$ cat src/rtl/adder_share_arbiter.sv
// Round-robin arbiter sharing one two-stage registered adder between NUM_REQ requesters.
// Define ADDER_ARB_STATS_EN to add the stat_accepts / stat_stalls counters.
module adder_share_arbiter #(
  parameter int unsigned ADDER_WIDTH = 127,
  parameter int unsigned NUM_REQ     = 4,
  parameter int unsigned ID_WIDTH    = 2
) (
  input  logic                           clk,
  input  logic                           rst_n,
  input  logic [NUM_REQ-1:0]             req_valid,
  input  logic [NUM_REQ*ADDER_WIDTH-1:0] req_a,
  input  logic [NUM_REQ*ADDER_WIDTH-1:0] req_b,
  output logic [NUM_REQ-1:0]             req_ready,
  output logic                           rsp_valid,
  output logic [ID_WIDTH-1:0]            rsp_id,
  output logic [ADDER_WIDTH:0]           rsp_sum,
  input  logic                           rsp_ready
`ifdef ADDER_ARB_STATS_EN
  ,
  output logic [31:0]                    stat_accepts,
  output logic [31:0]                    stat_stalls
`endif
);

  logic                   w_stall;
  logic                   w_found;
  logic                   w_accept;
  logic [ID_WIDTH-1:0]    w_win_id;
  logic [ID_WIDTH-1:0]    w_ptr_next;
  logic [NUM_REQ-1:0]     w_grant;
  logic [ADDER_WIDTH-1:0] w_a;
  logic [ADDER_WIDTH-1:0] w_b;
  logic [ADDER_WIDTH:0]   w_sum;

  logic [ID_WIDTH-1:0]    r_ptr;
  logic                   r_s1_valid;
  logic [ID_WIDTH-1:0]    r_s1_id;
  logic [ADDER_WIDTH-1:0] r_s1_a;
  logic [ADDER_WIDTH-1:0] r_s1_b;
  logic                   r_rsp_valid;
  logic [ID_WIDTH-1:0]    r_rsp_id;
  logic [ADDER_WIDTH:0]   r_rsp_sum;

  assign w_stall = r_rsp_valid & ~rsp_ready;

  // Two passes: indices at/after the pointer first, then the wrapped-around ones.
  always_comb begin
    w_found  = 1'b0;
    w_win_id = '0;
    for (int j = 0; j < NUM_REQ; j++) begin
      if (!w_found && req_valid[j] && (ID_WIDTH'(j) >= r_ptr)) begin
        w_found  = 1'b1;
        w_win_id = ID_WIDTH'(j);
      end
    end
    for (int j = 0; j < NUM_REQ; j++) begin
      if (!w_found && req_valid[j] && (ID_WIDTH'(j) < r_ptr)) begin
        w_found  = 1'b1;
        w_win_id = ID_WIDTH'(j);
      end
    end
  end

  assign w_accept = w_found & ~w_stall & rst_n;

  always_comb begin
    w_grant = '0;
    w_a     = '0;
    w_b     = '0;
    for (int j = 0; j < NUM_REQ; j++) begin
      if (w_win_id == ID_WIDTH'(j)) begin
        w_grant[j] = w_accept;
        w_a        = req_a[j*ADDER_WIDTH +: ADDER_WIDTH];
        w_b        = req_b[j*ADDER_WIDTH +: ADDER_WIDTH];
      end
    end
  end

  assign w_ptr_next = (w_win_id == ID_WIDTH'(NUM_REQ - 1)) ? '0 : w_win_id + 1'b1;
  assign w_sum      = {1'b0, r_s1_a} + {1'b0, r_s1_b};

  always_ff @(posedge clk or negedge rst_n) begin
    if (!rst_n) begin
      r_ptr       <= '0;
      r_s1_valid  <= 1'b0;
      r_s1_id     <= '0;
      r_s1_a      <= '0;
      r_s1_b      <= '0;
      r_rsp_valid <= 1'b0;
      r_rsp_id    <= '0;
      r_rsp_sum   <= '0;
    end else if (!w_stall) begin
      r_s1_valid <= w_accept;
      if (w_accept) begin
        r_ptr   <= w_ptr_next;
        r_s1_id <= w_win_id;
        r_s1_a  <= w_a;
        r_s1_b  <= w_b;
      end
      r_rsp_valid <= r_s1_valid;
      r_rsp_id    <= r_s1_id;
      r_rsp_sum   <= w_sum;
    end
  end

  assign req_ready = w_grant;
  assign rsp_valid = r_rsp_valid;
  assign rsp_id    = r_rsp_id;
  assign rsp_sum   = r_rsp_sum;

`ifdef ADDER_ARB_STATS_EN
  logic [31:0] r_stat_accepts;
  logic [31:0] r_stat_stalls;

  always_ff @(posedge clk or negedge rst_n) begin
    if (!rst_n) begin
      r_stat_accepts <= '0;
      r_stat_stalls  <= '0;
    end else begin
      if (w_accept) r_stat_accepts <= r_stat_accepts + 32'd1;
      if (w_stall)  r_stat_stalls  <= r_stat_stalls + 32'd1;
    end
  end

  assign stat_accepts = r_stat_accepts;
  assign stat_stalls  = r_stat_stalls;
`endif

endmodule

$ cat config.mk
export PLATFORM = sky130hd
export DESIGN_NAME = adder_share_arbiter
export DESIGN_NICKNAME = d
export VERILOG_FILES = /design/src/rtl/adder_share_arbiter.sv
export SDC_FILE = /design/constraint.sdc
export NUM_CORES = 1
export LEC_CHECK = 0
export ABC_CLOCK_PERIOD_IN_PS = 5500
export CORE_AREA = 2 2 447 449
export DETAILED_ROUTE_END_ITERATION = 8
export DIE_AREA = 0 0 449 451
export PLACE_DENSITY = 0.39
export SLEW_MARGIN = 10
export SYNTH_ARGS = -nofsm -noshare
export SYNTH_HDL_FRONTEND = slang
export SYNTH_SLANG_ARGS = --single-unit
$ cat constraint.sdc
create_clock -name clk -period 5.5 [get_ports clk]
set_clock_uncertainty 0.05 [all_clocks]
set_input_delay 0.55 -clock clk [delete_from_list [all_inputs] [get_ports clk]]
set_output_delay 0.55 -clock clk [all_outputs]
set_load 0.05 [all_outputs]
==> metrics.txt, run 1 <==
status complete, no violations; Final Wtd Congestion 0.921; Mean Syn Cell Area 7.25 um^2; DR vias/cell 4.28; gr usage total 0.168; fill count 22300; grt ovf 0; nets 6120; CTS tree built; Global Route met3 Usage 0.0364; met1 Track Usage GR 0.193; Setup TNS Final 0 ps; Setup Viol. Count Final 0; max-slew violations 0; fin crit share 0.855; CP Launch Type flop; initial antenna violation count 42; Async S/R FF share, synth 1.00; largest net degree at the start of global routing 169; DIE AREA 202000 um^2; final cell count without fillers 7682; Synth Cell Area 28900 um^2; Cells after DPL 7564; port buffer count 1157; max_cap viols 0; yosys warns 0; element type at the critical path end flop; clk buf depth 3; first-pass iteration count of the detailed router 5; WS Path Type flop to flop; Final Core Density 0.229; Achievable Freq 213 MHz; Worst Tran Pin Value 1170 ps; share of cells above drive strength 1 0.0413; area occupied by multi-input gates 17900 um^2; Std-Cell Rows 164; Seq pwr share 0.178; first-pass GRT wire length 246000 um; P&R area growth vs syn 57.0%; clock power share 0.131; WL per Instance 23.3 um; CTS buffer count 54; register area share after synthesis 0.337; Post-synth EDFFs 0; total number of vias 32900; flops & latches, synth 390; Int Power 13.3 mW; Initial Util 0.146; PD cells 636 nW/um^2; vias in the first global route 32700; NetSw 15.6 mW; Hold Crit Class input pin to async pin; busiest grt layer met2; peak supply drop 0.218 mV; root buffer cell clkbuf_16; core area 198000 um^2; GRT met2 Usage 0.306; Main synth FF type dfrtp_1; final WL 179000 um; Leakage Power 17.6 nW; Chip Height 451 um; Num Clock Sinks 390; syn nets 5144; crit path DAT 5210 ps; Synth Instances 3989; DR iter-0 viols 1921; worst skew pair latency 670 ps; Hold Vio Cnt, Final 0; Yosys cell types 75; Remaining DRCs 0; worst endpoint required time 6010 ps; Boundary Pins 1158; Antenna Nets Post-Route 0; RSZ-0062 raised after global routing false; fin crit period 4700 ps; sw frac 0.541; H-tree Lvls 2; dpl hpwl 149000 um; flip-flop and latch area 9760 um^2; power share of the combinational group 0.691; clk slew on worst S/H paths 70 ps; CP max FO 6; slew margin rel. 0.222; Die Wd 449 um
-- sequential cells by signal, summed over array words and instances, names as in the netlist --
signal      cells
r_ptr           2
rsp_sum       128
rsp_id          2
r_s1_a        127
r_s1_valid      1
r_s1_id         2
r_s1_b        127
rsp_valid       1
-- repair_timing --
| action | CTS | global route |
|---|---|---|
| setup buffers | 0 | 0 |
| resized for setup | 0 | 0 |
| hold buffers | 1 | 0 |
| endpoints found under the hold margin | 34 | 0 |
-- critical path: stages (launching register included) --
cell      delay, ps
dfrtp_1         380
ha_1            420
nand2_2         180
nor4_4          380
a21boi_0        680
o21ai_1         420
a21o_1          400
o311ai_4        510
a21oi_1         180
o21ai_1         450
a41oi_1         200
xor2_1          170
o21ai_0         130
-- metal layers --
layer  wire, um  vias up  part of all wire
met5        128        -           0.00072
met4       5900       20             0.033
met3       9010      197             0.050
met2      91600      933              0.51
met1      72200    15500              0.40
li1           -    16200                 -
-- synthesized netlist by cell type, drive strengths merged, types with 17 or more instances --
cell | instances | area, um^2
xnor2 | 67 | 587
clkbuf | 271 | 1020
nand4 | 52 | 332
a22oi | 256 | 1930
buf | 38 | 150
xor2 | 50 | 438
nand2 | 187 | 712
o21a | 18 | 135
nor3 | 24 | 135
dfrtp | 390 | 9760
o21ai | 140 | 704
ha | 131 | 1640
nand3 | 17 | 85.1
a21oi | 1061 | 5310
nor2 | 967 | 3630
inv | 44 | 165
a21o | 60 | 450
o21bai | 35 | 263
-- worst paths after layout --
path / from / endpoint / slack, ps / depth (start not counted)
min in group clk: r_s1_valid / rsp_valid / 410 / 1
max in group asynchronous: rst_n / r_s1_b[8] / 3660 / 3
max reg2reg: r_s1_a[32] / rsp_sum[119] / 800 / 12
max: r_s1_a[32] / rsp_sum[119] / 800 / 12
min: rst_n / r_s1_a[66] / 370 / 2
min reg2reg: r_s1_valid / rsp_valid / 410 / 1
-- stage by stage --
stage | setup WS, ps | area [um^2] | hold WS, ps | total power [mW]
6_report | 799 | 45400 | 372 | 28.9
5_1_grt | 582 | 45400 | 363 | 31.2
4_1_cts | 848 | 45400 | 344 | 29.5
3_5_place_dp | 923 | 43500 | 402 | 25.5
3_3_place_gp | 984 | 43500 | 396 | 25.5
2_1_floorplan | 2130 | 28900 | 204 | 17.3
-- power groups by stage --
stage | Clock (mW) | Sequential (mW) | Combinational [mW]
2_1_floorplan | 0 | 6.55 | 10.7
3_3_place_gp | 0 | 5.19 | 20.3
3_5_place_dp | 0 | 5.21 | 20.3
4_1_cts | 3.94 | 5.18 | 20.4
5_1_grt | 4.03 | 5.31 | 21.9
6_report | 3.78 | 5.15 | 20.0
-- layout by cell type, fill, tap and decap left out, types with 18 or more instances in the layout --
master,count
clkdlybuf4s50_1,1156
a21oi_1,1061
nor2_1,967
dfrtp_1,390
a22oi_1,255
nand2_1,183
o21ai_0,131
ha_1,128
xnor2_1,67
a21o_1,60
clkbuf_16,54
buf_4,54
nand4_1,51
xor2_1,50
inv_1,44
o21bai_1,35
nor3_1,21
o21a_1,18
-- kinds of logic after synthesis --
group	count (synthesis)	synth area share
AOI/OAI and AO/OA	1670	0.335
and+or+nand+nor	1324	0.188
DFF	390	0.337
buffers and inverters	353	0.0461
adders and majority gates	132	0.0574
xor gates and xnor gates	117	0.0354
muxes	3	0.00112
-- final cells by class --
class	instances	share of cell area
clock inverters	29	0.00824
diodes	17	0.000936
inverters	44	0.00364
repair buffers	1229	0.272
clock buffers	71	0.0334
well taps	2656	0.0732
multi-input cells	3246	0.394
flip-flops and latches	390	0.215
(Power assumes the default switching activity.)
==> run 2: changes to the inputs <==
==> config.mk (replaced) <==
export PLATFORM = sky130hd
export DESIGN_NAME = adder_share_arbiter
export DESIGN_NICKNAME = d
export VERILOG_FILES = /design/src/rtl/adder_share_arbiter.sv
export SDC_FILE = /design/constraint.sdc
export NUM_CORES = 1
export LEC_CHECK = 0
export ABC_AREA = 1
export ABC_CLOCK_PERIOD_IN_PS = 5500
export CORE_AREA = 2 2 454 456
export DETAILED_ROUTE_END_ITERATION = 8
export DIE_AREA = 0 0 456 458
export MAX_ROUTING_LAYER = met4
export PLACE_DENSITY = 0.42
export SLEW_MARGIN = 40
export SYNTH_ARGS = -nofsm -noshare
export SYNTH_HDL_FRONTEND = slang
export SYNTH_SLANG_ARGS = --single-unit
==> run 2 against run 1 <==
Against the previous run: register-to-register slack better by 940 ps; critical path depth decreased by 1; utilization rose by 3.1 points; hold slack lost 80 ps; fmax increased by 7.8%; cell count increased by 30%; power increased by 17%; sequential cell count did not move; highest routed layer is now met4.
==> metrics.txt, run 2 <==
worst path cell trace nor3b_2, a21oi_2, nand3b_1, nor2_1, nand2_1, nand2_1, inv_1, ha_4, inv_8, nor2_1, clkdlybuf4s50_1; RSZ-0062 raised after global routing false; WS Path Type flop to output port; max_cap viols 0; Leakage Power 26.6 nW; Final Wtd Congestion 0.958; dpl hpwl 213000 um; CTS tree built; GRT met2 Usage 0.387; max-slew violations 0; flops & latches, synth 390; worst endpoint required time 4900 ps; worst slack at placement 1120 ps; syn nets 7360; slew margin rel. 0.313; Post-synth EDFFs 0; top cell type's share of synthesized area 0.275; DR vias/cell 4.49; most common cell after layout, fill and taps aside nand2_1; Hold Crit Class input pin to async pin; share of cells above drive strength 1 0.0409; crit path DAT 3760 ps; number of flip-flops in the largest register 128; Mean Syn Cell Area 5.88 um^2; PD cells 640 nW/um^2; WL per Instance 25.2 um; worst skew pair latency 680 ps; grt ovf 0; nets 8358; Synth area leaders nand2_1 28%, dfrtp_1 27%, inv_1 8.9%; gr usage total 0.237; Synth Instances 6205; Achievable Freq 229 MHz; status complete, no violations; final WL 251000 um; register area share after synthesis 0.268; fin crit period 4360 ps; Post-synth top cells 2675 x nand2_1, 866 x inv_1, 432 x nand3_1; fill count 23100; Die Wd 456 um; Main synth FF type dfrtp_1; element type at the critical path end output port; reg2reg setup slack 1740 ps; root buffer cell clkbuf_16; PnR worst setup slack 1140 ps; Boundary Pins 1158; peak supply drop 0.352 mV; Async S/R FF share, synth 1.00; # Post-CTS Setup Buffers 0; Setup Viol. Count Final 0; busiest grt layer met2; Remaining DRCs 0; slowest stage delay, CP 820 ps; CTS buffer count 53; Hold Vio Cnt, Final 0; clk buf depth 3; first-pass GRT wire length 342000 um; total number of vias 44700; vias in the first global route 43600; first-pass iteration count of the detailed router 6; largest net degree at the start of global routing 162; Synth Cell Area 36500 um^2; DR iter-0 viols 3449; met1 Track Usage GR 0.320; Std-Cell Rows 166; Yosys top cell by area nand2_1; Chip Height 458 um; Worst Tran Pin Value 1020 ps; port buffer count 1157; DIE AREA 209000 um^2; CP max FO 57; initial antenna violation count 44; P&R area growth vs syn 45.2%; Initial Util 0.179; reg2reg start r_s1_b[0]; Setup TNS Final 0 ps; Num Clock Sinks 390; clk slew on worst S/H paths 80 ps; Reg2Reg Capture Point rsp_sum[124]; core area 204000 um^2; yosys warns 0; fin crit share 0.793; Antenna Nets Post-Route 0; worst r2r path cells 18; slowest CP cell clkdlybuf4s50_1; Yosys cell types 38; CP Launch Type flop; count leader, synth nand2_1; commonest non-fill, non-tap cells in the layout 2675 x nand2_1, 1156 x clkdlybuf4s50_1, 864 x inv_1, 432 x nand3_1, 390 x dfrtp_1; H-tree Lvls 2; Global Route met3 Usage 0.0228
==> run 2: cell count changes after synthesis, sizes merged, moves of 103 or more <==
cell,change
o211ai,+245
clkbuf,-103
nor2,-668
o21ai,+200
a22oi,-256
nand2,+2493
nand3,+418
a21oi,-712
inv,+824
==> run 2: final cells by class <==
cell class                      instances  area (um^2)  share of cell area
Tap cell                             2688         3360              0.0635
Antenna cell                           25         62.6             0.00118
Inverter                              869         3290              0.0622
Timing Repair Buffer                 1223        12300               0.233
Clock buffer                           72         1550              0.0293
Multi-Input combinational cell       4666        22200               0.420
Sequential cell                       390         9760               0.184
Clock inverter                         26          339             0.00640
==> run 2: stage by stage <==
step	cell area (um^2)	power (mW)	util	hold slack (ps)	cells
3_5_place_dp	50900	30.0	0.250	384	9833
3_3_place_gp	50900	30.0	0.250	383	9833
6_report	52900	33.9	0.260	292	9959
4_1_cts	52800	34.0	0.259	226	9932
2_1_floorplan	36500	18.8	-	204	6205
5_1_grt	52900	36.4	0.260	272	9949
==> run 2: cells by family (layout without fill, tap and decap cells) <==
logic type	Yosys count	after routing	share of synthesized area
adder cells (fa/ha/maj)	132	132	0.0455
flip-flops	390	390	0.268
other	0	25	0
XOR/XNOR	58	58	0.0139
buffers and inverters	1149	2190	0.125
AND/OR/NAND/NOR	3525	3525	0.386
AO/OA/AOI/OAI	951	951	0.162
==> run 2: how the worst max path moves through the flow <==
| stage | start | endpoint | slack, ps | depth (start not counted) |
|---|---|---|---|---|
| after detailed placement | req_valid[0] | req_ready[2] | 1120 | 12 |
| after floorplan | req_valid[0] | req_ready[0] | 2300 | 12 |
| after CTS | r_ptr[0] | req_ready[2] | 1020 | 11 |
| after global routing | r_ptr[0] | req_ready[2] | 850 | 11 |
| after global placement | req_valid[0] | req_ready[2] | 1080 | 12 |
| final | r_ptr[0] | req_ready[2] | 1140 | 11 |
==> run 2: where the power goes <==
part / internal, mW / total (mW) / switching (mW)
Combinational: 6.95 / 24.6 / 17.6
Clock: 2.30 / 3.81 / 1.51
Sequential: 4.30 / 5.49 / 1.19
Total: 13.6 / 33.9 / 20.3
==> run 2: repair_timing <==
item / 4_1_cts / 5_1_grt
hold buffers: 1 / 0
hold endpoints to repair: 11 / 0
resized for setup: 0 / 0
==> run 2: metal layers <==
metal,wire (um),up-vias
met2,118000,1291
met1,118000,21600
met5,0,-
met3,10400,194
li1,-,21600
met4,4250,0
==> run 2: worst max-delay path, delay by kind of cell, from the launching register on <==
kind                     cells  cell delay (ps)
AO/OA/AOI/OAI                1               70
buffers and inverters        3             1250
adder cells (fa/ha/maj)      1              540
AND/OR/NAND/NOR              6              800
flip-flops                   1              420
